**config.mk**
```make
export PLATFORM = sky130hd
export DESIGN_NAME = micro_sequencer
export DESIGN_NICKNAME = d
export VERILOG_FILES = /design/src/rtl/micro_sequencer.sv
export SDC_FILE = /design/constraint.sdc
export NUM_CORES = 1
export LEC_CHECK = 0
export BUFFER_PORTS_ARGS = -buffer_cell sky130_fd_sc_hd__buf_2
export CAP_MARGIN = 20
export CORE_MARGIN = 2
export CORE_UTILIZATION = 40
export DETAILED_ROUTE_END_ITERATION = 7
export GPL_ROUTABILITY_DRIVEN = 0
export PLACE_DENSITY_LB_ADDON = 0.08
export SYNTH_ARGS = -nofsm -noshare
export SYNTH_HDL_FRONTEND = slang
export SYNTH_SLANG_ARGS = --single-unit
```
**constraint.sdc**
```tcl
create_clock -name clk -period 1.6 [get_ports clk]
set_clock_uncertainty 0.15 [all_clocks]
set_input_delay 0.08 -clock clk [delete_from_list [all_inputs] [get_ports clk]]
set_output_delay 0.08 -clock clk [all_outputs]
set_load 0.03 [all_outputs]
```
**src/rtl/micro_sequencer.sv**
```systemverilog
// micro_sequencer: microprogrammed control unit for the multicycle ARM datapath.
// A 10-entry control store walked by a micro-PC, with opcode dispatch, memory-wait stall and retire counter.
module micro_sequencer #(
  parameter int UPC_W    = 4,
  parameter int RETIRE_W = 32
) (
  input  logic                clk,
  input  logic                reset,
  input  logic [1:0]          Op,
  input  logic [5:0]          Funct,
  input  logic                Stall,
  output logic                NextPC,
  output logic                Branch,
  output logic                RegW,
  output logic                MemW,
  output logic                IRWrite,
  output logic                AdrSrc,
  output logic [1:0]          ResultSrc,
  output logic [1:0]          ALUSrcA,
  output logic [1:0]          ALUSrcB,
  output logic                ALUOp,
  output logic [UPC_W-1:0]    uPC,
  output logic                InstrDone,
  output logic [RETIRE_W-1:0] RetireCount
);

  localparam logic [3:0] ST_FETCH  = 4'd0;
  localparam logic [3:0] ST_DECODE = 4'd1;
  localparam logic [3:0] ST_MEMADR = 4'd2;
  localparam logic [3:0] ST_MEMRD  = 4'd3;
  localparam logic [3:0] ST_MEMWB  = 4'd4;
  localparam logic [3:0] ST_MEMWR  = 4'd5;
  localparam logic [3:0] ST_EXECR  = 4'd6;
  localparam logic [3:0] ST_EXECI  = 4'd7;
  localparam logic [3:0] ST_ALUWB  = 4'd8;
  localparam logic [3:0] ST_BRANCH = 4'd9;

  localparam logic [1:0] SQ_SEQ   = 2'd0;
  localparam logic [1:0] SQ_FETCH = 2'd1;
  localparam logic [1:0] SQ_DISP1 = 2'd2;
  localparam logic [1:0] SQ_DISP2 = 2'd3;

  logic [UPC_W-1:0]    upc_reg;
  logic [UPC_W-1:0]    upc_next;
  logic [RETIRE_W-1:0] retire_reg;
  logic                legal;
  logic                go;
  logic                retire;
  logic [1:0]          seq;
  logic [3:0]          seq_target;
  logic [3:0]          disp_target;
  logic                next_pc_raw;
  logic                branch_raw;
  logic                reg_w_raw;
  logic                mem_w_raw;
  logic                ir_write_raw;
  logic                unused_funct;

  assign unused_funct = ^Funct[4:1];
  assign legal        = (upc_reg < UPC_W'(10));
  assign go           = ~Stall & ~reset;

  // Control store; out-of-range addresses fall through to all-zero with SEQ->0
  always_comb begin
    next_pc_raw  = 1'b0;
    branch_raw   = 1'b0;
    reg_w_raw    = 1'b0;
    mem_w_raw    = 1'b0;
    ir_write_raw = 1'b0;
    AdrSrc       = 1'b0;
    ResultSrc    = 2'b00;
    ALUSrcA      = 2'b00;
    ALUSrcB      = 2'b00;
    ALUOp        = 1'b0;
    seq          = SQ_SEQ;
    seq_target   = ST_FETCH;
    if (legal) begin
      case (upc_reg[3:0])
        ST_FETCH: begin
          ALUSrcA      = 2'b01;
          ALUSrcB      = 2'b10;
          ResultSrc    = 2'b10;
          ir_write_raw = 1'b1;
          next_pc_raw  = 1'b1;
          seq_target   = ST_DECODE;
        end
        ST_DECODE: begin
          ALUSrcA   = 2'b01;
          ALUSrcB   = 2'b10;
          ResultSrc = 2'b10;
          seq       = SQ_DISP1;
        end
        ST_MEMADR: begin
          ALUSrcB = 2'b01;
          seq     = SQ_DISP2;
        end
        ST_MEMRD: begin
          AdrSrc     = 1'b1;
          seq_target = ST_MEMWB;
        end
        ST_MEMWB: begin
          ResultSrc = 2'b01;
          reg_w_raw = 1'b1;
          seq       = SQ_FETCH;
        end
        ST_MEMWR: begin
          AdrSrc    = 1'b1;
          mem_w_raw = 1'b1;
          seq       = SQ_FETCH;
        end
        ST_EXECR: begin
          ALUOp      = 1'b1;
          seq_target = ST_ALUWB;
        end
        ST_EXECI: begin
          ALUSrcB    = 2'b01;
          ALUOp      = 1'b1;
          seq_target = ST_ALUWB;
        end
        ST_ALUWB: begin
          reg_w_raw = 1'b1;
          seq       = SQ_FETCH;
        end
        ST_BRANCH: begin
          ALUSrcA    = 2'b10;
          ALUSrcB    = 2'b01;
          ResultSrc  = 2'b10;
          branch_raw = 1'b1;
          seq        = SQ_FETCH;
        end
        default: ;
      endcase
    end
  end

  always_comb begin
    disp_target = ST_FETCH;
    case (seq)
      SQ_SEQ:   disp_target = seq_target;
      SQ_FETCH: disp_target = ST_FETCH;
      SQ_DISP1: begin
        case (Op)
          2'b00:   disp_target = Funct[5] ? ST_EXECI : ST_EXECR;
          2'b01:   disp_target = ST_MEMADR;
          2'b10:   disp_target = ST_BRANCH;
          default: disp_target = ST_FETCH;
        endcase
      end
      SQ_DISP2: disp_target = Funct[0] ? ST_MEMRD : ST_MEMWR;
      default:  disp_target = ST_FETCH;
    endcase
  end

  assign upc_next = UPC_W'(disp_target);
  // Only the normal end-of-instruction path retires; the undefined-op bounce uses DISP1
  assign retire   = go & (seq == SQ_FETCH);

  always_ff @(posedge clk) begin
    if (reset) begin
      upc_reg    <= '0;
      retire_reg <= '0;
    end else if (!Stall) begin
      upc_reg <= upc_next;
      if (retire) begin
        retire_reg <= retire_reg + RETIRE_W'(1);
      end
    end
  end

  assign NextPC      = next_pc_raw & go;
  assign Branch      = branch_raw & go;
  assign RegW        = reg_w_raw & go;
  assign MemW        = mem_w_raw & go;
  assign IRWrite     = ir_write_raw & go;
  assign InstrDone   = retire;
  assign uPC         = upc_reg;
  assign RetireCount = retire_reg;

endmodule

```
# After elaboration in Yosys (flattened, before gate mapping)
# Index checks and enable logic that the tools add are counted.
# classes
addsub	1
multipliers	0
div	0
magnitude_cmp	1
eq_ne	14
n_shift	0
mux	26
bitwise_logic	8
reduce_logical	11
# op_table
operator	n
adder 32 x 1 -> 32 bit, second input constant	1
one-hot mux 4 bit (3 select lines)	2
equality test 4 x 3 -> 1 bit, second input constant	4
one-hot mux 4 bit (4 select lines)	1
two-way mux 1 bit	13
one-hot mux 2 bit (2 select lines)	3
equality test 4 x 2 -> 1 bit, second input constant	2
equality test 4 bit, second input constant	2
two-way mux 2 bit	4
OR reduction 2 bit	4
AND 1 bit	6
equality test 2 bit, second input constant	3
one-hot mux 2 bit (3 select lines)	1
OR reduction 3 bit	2
equality test 2 x 1 -> 1 bit, second input constant	2
equality test 4 x 1 -> 1 bit, second input constant	1
zero test 2 bit	2
zero test 4 bit	1
less-than comparator 4 bit, second input constant	1
two-way mux 4 bit	1
OR reduction 4 bit	1
two-way mux 3 bit	1
inverter 1 bit	2
AND reduction 2 bit	1
# word_totals
reg_bits	36
latchBits	0
ram_bits	0
rom_bits	0
inputBits	11
output_inout_bits	50
elab_cells	63
mem_count	0

# Longest topological paths before layout
# Gate-level depths: netlist of the first run.
# depth
word_depth	7
depth_mapped	7
depth_no_buf	6

# Worst setup path before layout of the first run
# No wires, ideal clock.
# synth_path
path_kind	register -> output
start	register upc_reg[2], in the netlist uPC[2]
end	output port NextPC
arrival_time_ns	2.382
required_ns	1.370
path_slack_ns	-1.012
path_stages_with_launch	6
n_path_buf	3
cell_sequence	dfxtp_1 > buf_4 > or2_2 > clkbuf_1 > nor4_1 > buf_4
# synth_between
elab_chain_cells	4
elab_cells_between_ends	5
cone_classes	order compare (1); mux (2); bitwise (1); reduce/logical (1)
# synth_rtl
element	line_no	text
start: declaration	43	logic [UPC_W-1:0] upc_reg;
start signal: assignment	163	upc_reg <= upc_next;
branches (longest 2 deep; another with less-than comparator 4 bit)	-	
two-way mux 1 bit (*)	-	
AND 1 bit (*)	-	
end: declaration	12	output logic NextPC,
# Mark *: on every way between the ends.

# Worst setup path after layout of the first run
# layout_path
start	register upc_reg[2], in the netlist uPC[2]
end	output port ALUSrcB[0]
# layout_between
elab_chain_cells	4
elab_cells_between_ends	10
cone_classes	order compare (1); eq/ne (4); mux (2); reduce/logical (3)
# layout_rtl
element	line_no	text
equality test 4 bit, or another cell as far along	78	case (upc_reg[3:0])
OR reduction 3 bit (no source line) or OR reduction 2 bit (tied branches)	-	
one-hot mux 2 bit (2 select lines)	78	
two-way mux 2 bit (*)	77	if (legal) begin
end: declaration	20	output logic [1:0] ALUSrcB,
# Every way passes the cells marked *; elsewhere a longest branch is shown, timed or not.

==> reports/metrics.yaml, run 1 <==
global_route:
  grt-ovfl-total: 0
  antenna_found_initial: 0
  grt_pass1_wl_um: 8140
  grt_start_max_net_pins: 23
  grt_usage: 0.195
  grt_pass1_vias: 1787
critical_path:
  critPathTopFamily: "buffers and inverters"
  arrival_ps: 1480
  critical-path-max-stage-delay_ps: 350
  r2r_slack_ps: -100
  cp_num_buf_inv: 3
  crit_required_ps: 1370
  setup.worst_path.start_class: "register"
  crit_path_end_kind: "output port"
  critical_path.cell_chain: "buf_6 > buf_8 > xor2_1 > o31ai_2 > buf_4"
  cp_max_fo: 6
  path_class: "register to output port"
  slowest_stage: "dfxtp_4"
sta:
  hold_violations: 0
  relSlewSlack: 0.772
  maxSlewViolCount: 0
  fmax_mhz: 583
  finalCritPeriodShare: 1.07
  period_minus_slack_ps: 1710
  rsz0062_at_grt: "yes"
  timing.final.ws_setup_ps: -114
  finalSetupViolCount: 30
  worst_slew_pin_slew_ps: 342
placement:
  dpl-instance-area_um2: 2650
  io_buffer_count: 56
  hpwlAfterDp_um: 3460
floorplan:
  core_um2: 4410
  dieArea_um2: 5200
  die_h_um: 72.1
  die_w_um: 72.1
  ioPinCount: 61
  num_rows: 24
  start_util: 0.420
layout:
  drive_gt1_frac: 0.592
  fin_util: 0.701
  nets: 337
  area_growth_pct: 66.8
  final_cell_area_um2: 3100
  final_common_cell: "buf_4"
  diodes: 0
  final_cell_mix: "buf_4 (49), buf_2 (43), nor2_1 (34)"
power_and_ir_drop:
  p_leak_nw: 1.35
  cellPowerDensity_nw_per_um2: 558
  peakVddDrop_mv: 0.474
synthesis:
  synth-edff-count: 0
  syn_inst: 220
  synth.avg_cell_area_um2: 8.43
  ys_async_sr_fraction: 0
  ys_seq_area_frac: 0.388
  syn_nets: 232
  yosysWarnings: 0
  syn_area_um2: 1860
  ys.flop_type: "dfxtp_1"
  ys_ff_latch: 36
  synth_cell_types: 33
clocking:
  insertion_delay_ps: 280
  cts.sinks: 36
  clk_path_buf_depth: 2
  cts_inserted_buffers: 5
  htree_levels: 2
  cts_tree: "done"
  cts_root_buffer: "clkbuf_8"
  clkTransAtPathRegs_ps: 70
routing:
  wl_per_cell_um: 13.2
  drtPass1Iterations: 4
  ant_nets: 0
  drc: 0
  first_iter_violations: 44
  via_per_inst: 5.06
  vias: 1912
  finalWirelength_um: 4980
status:
  violations: "setup timing"
  status: "complete, but fails checks"
worst_hold_path:
  hp-class: "primary input to register"
job:
  maxCapViolCount: 0
-- logic make-up (layout without fill, tap and decap cells) --
| kind of cell | Yosys count | count (layout) | share of synthesized area |
|---|---|---|---|
| AO/OA/AOI/OAI | 18 | 18 | 0.0560 |
| buffers and inverters | 18 | 124 | 0.0546 |
| adder cells (fa/ha/maj) | 1 | 1 | 0.00674 |
| XOR/XNOR | 32 | 32 | 0.161 |
| AND/OR/NAND/NOR | 115 | 115 | 0.333 |
| flip-flops | 36 | 36 | 0.388 |
-- worst paths after layout --
path | from | end | depth (start not counted)
worst max register to register | uPC[3]$_SDFFE_PP0N_ | RetireCount[31]$_SDFFE_PP0P_ | 6
worst max-delay path | uPC[2]$_SDFFE_PP0N_ | ALUSrcB[0] | 5
worst min-delay path | Funct[0] | uPC[2]$_SDFFE_PP0N_ | 4
worst min register to register | RetireCount[15]$_SDFFE_PP0P_ | RetireCount[15]$_SDFFE_PP0P_ | 2
-- synthesized netlist by cell type, types with 4 or more instances --
| library cell | number | area, um^2 |
|---|---|---|
| dfxtp_1 | 36 | 721 |
| or3_1 | 4 | 25.0 |
| nor4_1 | 8 | 50.1 |
| and4_1 | 6 | 52.6 |
| nand2_1 | 12 | 45.0 |
| nand4_1 | 8 | 50.1 |
| xor2_1 | 19 | 166 |
| nand3_1 | 14 | 70.1 |
| nor2_1 | 39 | 146 |
| inv_1 | 4 | 15.0 |
| xnor2_1 | 12 | 105 |
| a21oi_1 | 5 | 25.0 |
| and3_1 | 8 | 50.1 |
| clkbuf_1 | 6 | 22.5 |
| o21ai_0 | 8 | 40.0 |
-- layer usage --
layer | part of all wire | up-vias | GRT usage
met4 | 0.0042 | 0 | 0.0461
met5 | 0 | - | 0
met1 | 0.48 | 903 | 0.269
li1 | - | 970 | -
met2 | 0.49 | 37 | 0.314
met3 | 0.035 | 2 | 0.0417
-- layout make-up --
cell class / count / area [um^2]
fill: 349 / 1320
multi-input combinational: 166 / 1310
timing repair buffer: 112 / 840
sequential: 36 / 787
clock buffer: 7 / 76.3
tap: 52 / 65.1
inverter: 4 / 15.0
clock inverter: 1 / 5.00
-- flip-flops by register name, summed over array words and instances, names as in the netlist --
name and count:
RetireCount 32, uPC 4
-- worst reg2reg max path, delay by kind of cell, from the launching register on --
kind | cells | cell delay, ps
compound gates | 1 | 110
xor+xnor | 1 | 170
buf+inv | 1 | 110
flops | 1 | 380
simple gates | 3 | 710
-- repair_timing --
item / in CTS / in global routing
endpoints found under the setup margin: 22 / 41
gates resized for setup: 32 / 32
pin swaps: 9 / 11
buffers inserted: 7 / 3
hold endpoints to repair: 2 / 0
hold buffers: 2 / 0
-- through the flow --
stage	std cells	hold slack [ps]	power (mW)	setup WS, ps	setup TNS [ps]
floorplan	220	103	1.02	-159	-1220
global placement	360	228	1.08	-39.6	-152
detailed placement	360	228	1.08	-71.8	-321
CTS	376	48.9	1.72	-117	-1150
global route	378	92.3	1.81	-168	-4260
finish	378	64.7	1.73	-114	-1350
-- power by group --
group | leakage (nW) | total, mW | switching [mW] | internal [mW]
clock network | 0.0422 | 0.614 | 0.309 | 0.306
logic | 0.998 | 0.225 | 0.123 | 0.102
registers | 0.309 | 0.888 | 0.00579 | 0.883
total | 1.35 | 1.73 | 0.437 | 1.29
(Power assumes the default switching activity.)
==> inputs of run 2 (changes only) <==
--- a/config.mk
+++ b/config.mk
@@ -9,6 +9,7 @@
 export CAP_MARGIN = 20
 export CORE_MARGIN = 2
 export CORE_UTILIZATION = 40
+export CTS_BUF_LIST = sky130_fd_sc_hd__clkbuf_8 sky130_fd_sc_hd__clkbuf_16
 export DETAILED_ROUTE_END_ITERATION = 7
 export GPL_ROUTABILITY_DRIVEN = 0
 export PLACE_DENSITY_LB_ADDON = 0.08
==> run 2 against run 1 <==
Net effect: the flow still finishes with violations (setup timing); count of clock-buffer cells in the layout down 2; clock power down 2%; hold slack worse by 0.66 ps; flip-flop and latch count unchanged; cell count unchanged; non-clock buffer count unchanged; largest cell class unchanged; combinational power about the same; via count about the same.
==> reports/metrics.yaml, run 2 (synthesis gave the netlist of run 1 again) <==
layout:
  final_cell_mix: "buf_4 (49), buf_2 (43), nor2_1 (34)"
  finalNonFillerCells: 378  # unchanged
  final_common_cell: "buf_4"
  fin_util: 0.701  # unchanged
  drive_gt1_frac: 0.592  # unchanged
  area_growth_pct: 66.8  # unchanged
  nets: 337  # unchanged
  final_cell_area_um2: 3100  # unchanged
  fillCellCount: 349  # unchanged
  diodes: 0  # unchanged
  largest_reg_flops: 32  # unchanged
clocking:
  insertion_delay_ps: 280  # about the same
  cts.sinks: 36  # unchanged
  cts_tree: "done"
  cts_root_buffer: "clkbuf_8"
  htree_levels: 2  # unchanged
  cts_inserted_buffers: 5  # unchanged
  clk_path_buf_depth: 2  # unchanged
  clkTransAtPathRegs_ps: 70  # about the same
floorplan:
  start_util: 0.420  # unchanged
  ioPinCount: 61  # unchanged
  die_w_um: 72.1  # unchanged
  num_rows: 24  # unchanged
  core_um2: 4410  # unchanged
  dieArea_um2: 5200  # unchanged
  die_h_um: 72.1  # unchanged
global_route:
  grt-ovfl-total: 0  # unchanged
  grt_usage: 0.195  # unchanged
  grt_pass1_vias: 1787  # unchanged
  use_met1: 0.270  # +0.000868
  use_met2: 0.313  # -0.00102
  grt_start_max_net_pins: 23  # unchanged
  grt-busiest-layer: "met2"
  met3_usage: 0.0417  # unchanged
  antenna_found_initial: 0  # unchanged
  grt_pass1_wl_um: 8140  # unchanged
routing:
  finalWirelength_um: 4970  # about the same
  first_iter_violations: 48  # +9.1%
  via_per_inst: 5.06  # about the same
  vias: 1911  # -0.052%
  drtPass1Iterations: 4  # unchanged
  drc: 0  # unchanged
  ant_nets: 0  # unchanged
  wl_per_cell_um: 13.2  # about the same
power_and_ir_drop:
  cellPowerDensity_nw_per_um2: 554  # -0.74%
  seqPwrFrac: 0.518  # +0.004
  switching_share: 0.255  # +0.00189
  pwr-share-clk: 0.351  # -0.005
  peakVddDrop_mv: 0.474  # about the same
  combPwrFrac: 0.131  # about the same
  p_leak_nw: 1.36  # +0.61%
  p_switching_mw: 0.437  # about the same
  p_int_mw: 1.28  # -0.99%
sta:
  hold_ws_ps: 64.0  # -0.660 ps
  period_minus_slack_ps: 1710  # -0.188 ps
  fmax_mhz: 584  # about the same
  worst_slew_pin_slew_ps: 337  # -4.84 ps
  hold_violations: 0  # unchanged
  relSlewSlack: 0.775  # +0.00323
  maxSlewViolCount: 0  # unchanged
  rsz0062_at_grt: "yes"
  finalSetupViolCount: 29  # -3.3%
  finalCritPeriodShare: 1.07  # about the same
  timing.final.ws_setup_ps: -114  # +0.188 ps
worst_hold_path:
  worstHoldEndpoint: "uPC[2]$_SDFFE_PP0N_"
  holdPathStages: 4  # unchanged
  hp-class: "primary input to register"
  min_from: "Funct[0]"
critical_path:
  r2r_slack_ps: -100  # about the same
  setup.worst_path.start_class: "register"
  arrival_ps: 1480  # about the same
  r2r_end: "RetireCount[31]$_SDFFE_PP0P_"
  crit_path_end_kind: "output port"
  reg2regPathDepth: 6  # unchanged
  path_class: "register to output port"
  crit_required_ps: 1370  # about the same
  r2r-start: "uPC[3]$_SDFFE_PP0N_"
  cp_max_fo: 6  # unchanged
placement:
  dpl-instance-area_um2: 2650  # unchanged
  placedCellCount: 360  # unchanged
  hpwlAfterDp_um: 3460  # unchanged
  io_buffer_count: 56  # unchanged
status:
  violations: "setup timing"
  status: "complete, but fails checks"
job:
  maxCapViolCount: 0  # unchanged
[run 2: cell count changes in the layout (fill, tap and decap cells not counted)]
cell      change
clkbuf_1      -2
inv_1         +2
[run 2: metal layers]
metal | up-vias | wire length (um)
li1 | 970 | -
met1 | 902 | 2370
met2 | 37 | 2410
met3 | 2 | 172
met4 | 0 | 21
met5 | - | 0
[run 2: power by group through the flow]
stage	Clock [mW]	Combinational (mW)	Sequential, mW
after floorplan	0	0.108	0.917
after CTS	0.618	0.203	0.887
after detailed placement	0	0.169	0.908
after global placement	0	0.168	0.908
after global routing	0.676	0.239	0.889
final	0.601	0.225	0.888
[run 2: timing repair]
item | CTS | global route
endpoints found under the setup margin | 22 | 41
pin swaps | 9 | 11
gates resized for setup | 32 | 32
setup buffers | 7 | 3
hold buffers | 2 | 0
hold endpoints to repair | 2 | 0
[run 2: per-stage QoR]
step	setup WS, ps	TNS [ps]	total power, mW
floorplan	-159	-1220	1.02
global placement	-39.6	-152	1.08
detailed placement	-71.8	-321	1.08
CTS	-117	-1150	1.71
global route	-168	-4260	1.80
finish	-114	-1340	1.71
[run 2: final cells by class]
| class | instances | area [um^2] | share of cell area |
|---|---|---|---|
| flip-flops and latches | 36 | 787 | 0.254 |
| clock inverters | 3 | 12.5 | 0.00404 |
| clock buffers | 5 | 68.8 | 0.0222 |
| inverters | 4 | 15.0 | 0.00485 |
| repair buffers | 112 | 840 | 0.271 |
| multi-input cells | 166 | 1310 | 0.422 |
| well taps | 52 | 65.1 | 0.0210 |
[run 2: critical path, stage by stage (launching register included)]
cell and delay [ps]:
dfxtp_4 350, buf_6 130, buf_8 140, xor2_1 150
o31ai_2 230, buf_4 210
[run 2: worst max-delay path by stage]
stage                                      startpoint  cells after the start                            to  slack (ps)
after global placement    RetireCount[0]$_SDFFE_PP0P_                      6  RetireCount[30]$_SDFFE_PP0P_         -40
after floorplan                   uPC[3]$_SDFFE_PP0N_                      5                        NextPC        -160
final                             uPC[2]$_SDFFE_PP0N_                      5                    ALUSrcB[0]        -110
after CTS                         uPC[2]$_SDFFE_PP0N_                      5                       IRWrite        -120
after detailed placement  RetireCount[0]$_SDFFE_PP0P_                      6  RetireCount[24]$_SDFFE_PP0P_         -70
after global routing              uPC[2]$_SDFFE_PP0N_                      5                    ALUSrcB[0]        -170
==> inputs of run 3 (changes only) <==
--- a/config.mk
+++ b/config.mk
@@ -12,7 +12,7 @@
 export CTS_BUF_LIST = sky130_fd_sc_hd__clkbuf_8 sky130_fd_sc_hd__clkbuf_16
 export DETAILED_ROUTE_END_ITERATION = 7
 export GPL_ROUTABILITY_DRIVEN = 0
-export PLACE_DENSITY_LB_ADDON = 0.08
+export PLACE_DENSITY = 0.68
 export SYNTH_ARGS = -nofsm -noshare
 export SYNTH_HDL_FRONTEND = slang
 export SYNTH_SLANG_ARGS = --single-unit
==> run 3 against run 2 <==
Net effect: the flow still finishes with violations (setup timing); clock power is 11% higher; sequential power hardly changed; core utilization is 4.1 points higher; hold slack worse by 33 ps; highest routed layer unchanged.
==> reports/metrics.yaml, run 3 (synthesis gave the netlist of run 1 again) <==
worst_hold_path:
  hp-class: "primary input to register"
placement:
  dpl-instance-area_um2: 2610  # -1.4%
  io_buffer_count: 56  # unchanged
  placedCellCount: 355  # -1.4%
  preCtsSetupSlack_ps: -89.5  # -17.7 ps
  hpwlAfterDp_um: 3290  # -4.7%
critical_path:
  path_class: "register to output port"
  setup.worst_path.start_class: "register"
  arrival_ps: 1560  # +80 ps
  crit_path_end_kind: "output port"
  crit_required_ps: 1370  # about the same
  cp_max_fo: 6  # unchanged
routing:
  first_iter_violations: 92  # +92%
  vias: 2021  # +5.8%
  drc: 0  # unchanged
  wl_per_cell_um: 16.2  # +23%
  finalWirelength_um: 6220  # +25%
  ant_nets: 0  # unchanged
  drtPass1Iterations: 4  # unchanged
  via_per_inst: 5.26  # +4.1%
clocking:
  cts_root_buffer: "clkbuf_8"
  clkTransAtPathRegs_ps: 80  # about the same
  cts_inserted_buffers: 5  # unchanged
  htree_levels: 2  # unchanged
  insertion_delay_ps: 310  # +30 ps
  cts.sinks: 36  # unchanged
  cts_tree: "done"
  clk_path_buf_depth: 2  # unchanged
status:
  status: "complete, but fails checks"
  violations: "setup timing"
power_and_ir_drop:
  cellPowerDensity_nw_per_um2: 548  # -1.1%
  peakVddDrop_mv: 0.481  # +1.5%
  p_leak_nw: 1.46  # +7.3%
  total_power_mw: 1.79  # +4.6%
sta:
  timing.final.ws_setup_ps: -188  # -74.4 ps
  finalCritPeriodShare: 1.12  # +0.0465
  finalSetupViolCount: 42  # +45%
  hold_ws_ps: 31.0  # -33.0 ps
  maxSlewViolCount: 0  # unchanged
  setup_tns_ps: -3100  # -1750 ps
  period_minus_slack_ps: 1790  # +74.4 ps
  rsz0062_at_grt: "yes"
  fmax_mhz: 559  # -4.2%
  worst_slew_pin_slew_ps: 379  # +42.4 ps
  relSlewSlack: 0.747  # -0.0283
  hold_violations: 0  # unchanged
layout:
  fin_util: 0.742  # +0.0408
  final_common_cell: "buf_4"
  largest_reg_flops: 32  # unchanged
  diodes: 0  # unchanged
  final_cell_area_um2: 3280  # +5.8%
  final_cell_mix: "buf_4 (46), buf_2 (42), nor2_1 (35)"
  finalNonFillerCells: 384  # +1.6%
  drive_gt1_frac: 0.636  # +0.0435
  area_growth_pct: 76.5
  nets: 343  # +1.8%
floorplan:
  die_h_um: 72.1  # unchanged
  num_rows: 24  # unchanged
  core_um2: 4410  # unchanged
  ioPinCount: 61  # unchanged
  start_util: 0.420  # unchanged
  dieArea_um2: 5200  # unchanged
  die_w_um: 72.1  # unchanged
job:
  maxCapViolCount: 0  # unchanged
global_route:
  grt_start_max_net_pins: 37  # +61%
  grt-ovfl-total: 0  # unchanged
  grt_pass1_vias: 1833  # +2.6%
  grt_pass1_wl_um: 8840  # +8.6%
  grt_usage: 0.221  # +0.0252
  antenna_found_initial: 0  # unchanged
==> run 3: changes by cell type in the layout (fill, tap and decap cells not counted), moves of 2 or more <==
cell,change
buf_6,+11
nand3_1,-5
inv_1,-4
nor4_2,-4
nor4_4,+4
buf_4,-3
nand3_2,+3
xnor2_2,+3
and3_4,+2
inv_2,+2
nand3_4,+2
nor3_2,-2
xnor2_1,-2
==> run 3: layer usage <==
metal	GRT usage	wire, um	up-vias
met2	0.353	3240	59
met4	0.0818	112	0
met5	0	0	-
met3	0.0597	284	9
met1	0.285	2580	971
li1	-	-	982
==> run 3: final timing paths <==
check        slack (ps)  depth (start not counted)                           end                         start
min reg2reg         350                          2  RetireCount[31]$_SDFFE_PP0P_  RetireCount[31]$_SDFFE_PP0P_
min                  30                          4           uPC[2]$_SDFFE_PP0N_                      Funct[0]
max                -190                          5                        NextPC           uPC[3]$_SDFFE_PP0N_
max reg2reg        -140                          6  RetireCount[25]$_SDFFE_PP0P_           uPC[2]$_SDFFE_PP0N_
==> run 3: where the power goes <==
part           switching [mW]  internal [mW]
clock network           0.362          0.303
logic                   0.135          0.106
registers             0.00628          0.881
==> run 3: repair_timing <==
| action | in CTS | in global routing |
|---|---|---|
| pin swaps | 17 | 32 |
| resized for setup | 44 | 49 |
| hold buffers | 1 | 0 |
| buffers inserted | 10 | 10 |
| setup endpoints to repair | 35 | 47 |
| endpoints found under the hold margin | 1 | 0 |
| cloned | 1 | 0 |
==> run 3: cell type report <==
type | instances | area (um^2)
clock inverters | 3 | 18.8
well taps | 52 | 65.1
inverters | 4 | 15.0
clock buffers | 5 | 68.8
fillers | 287 | 1140
multi-input cells | 167 | 1410
flip-flops and latches | 36 | 790
repair buffers | 117 | 911
==> run 3: critical path, cell delays in order, from the launching register on <==
cell     delay, ps
dfxtp_4        370
buf_6          120
or2_4          250
buf_6          140
nor4_4         160
buf_4          210
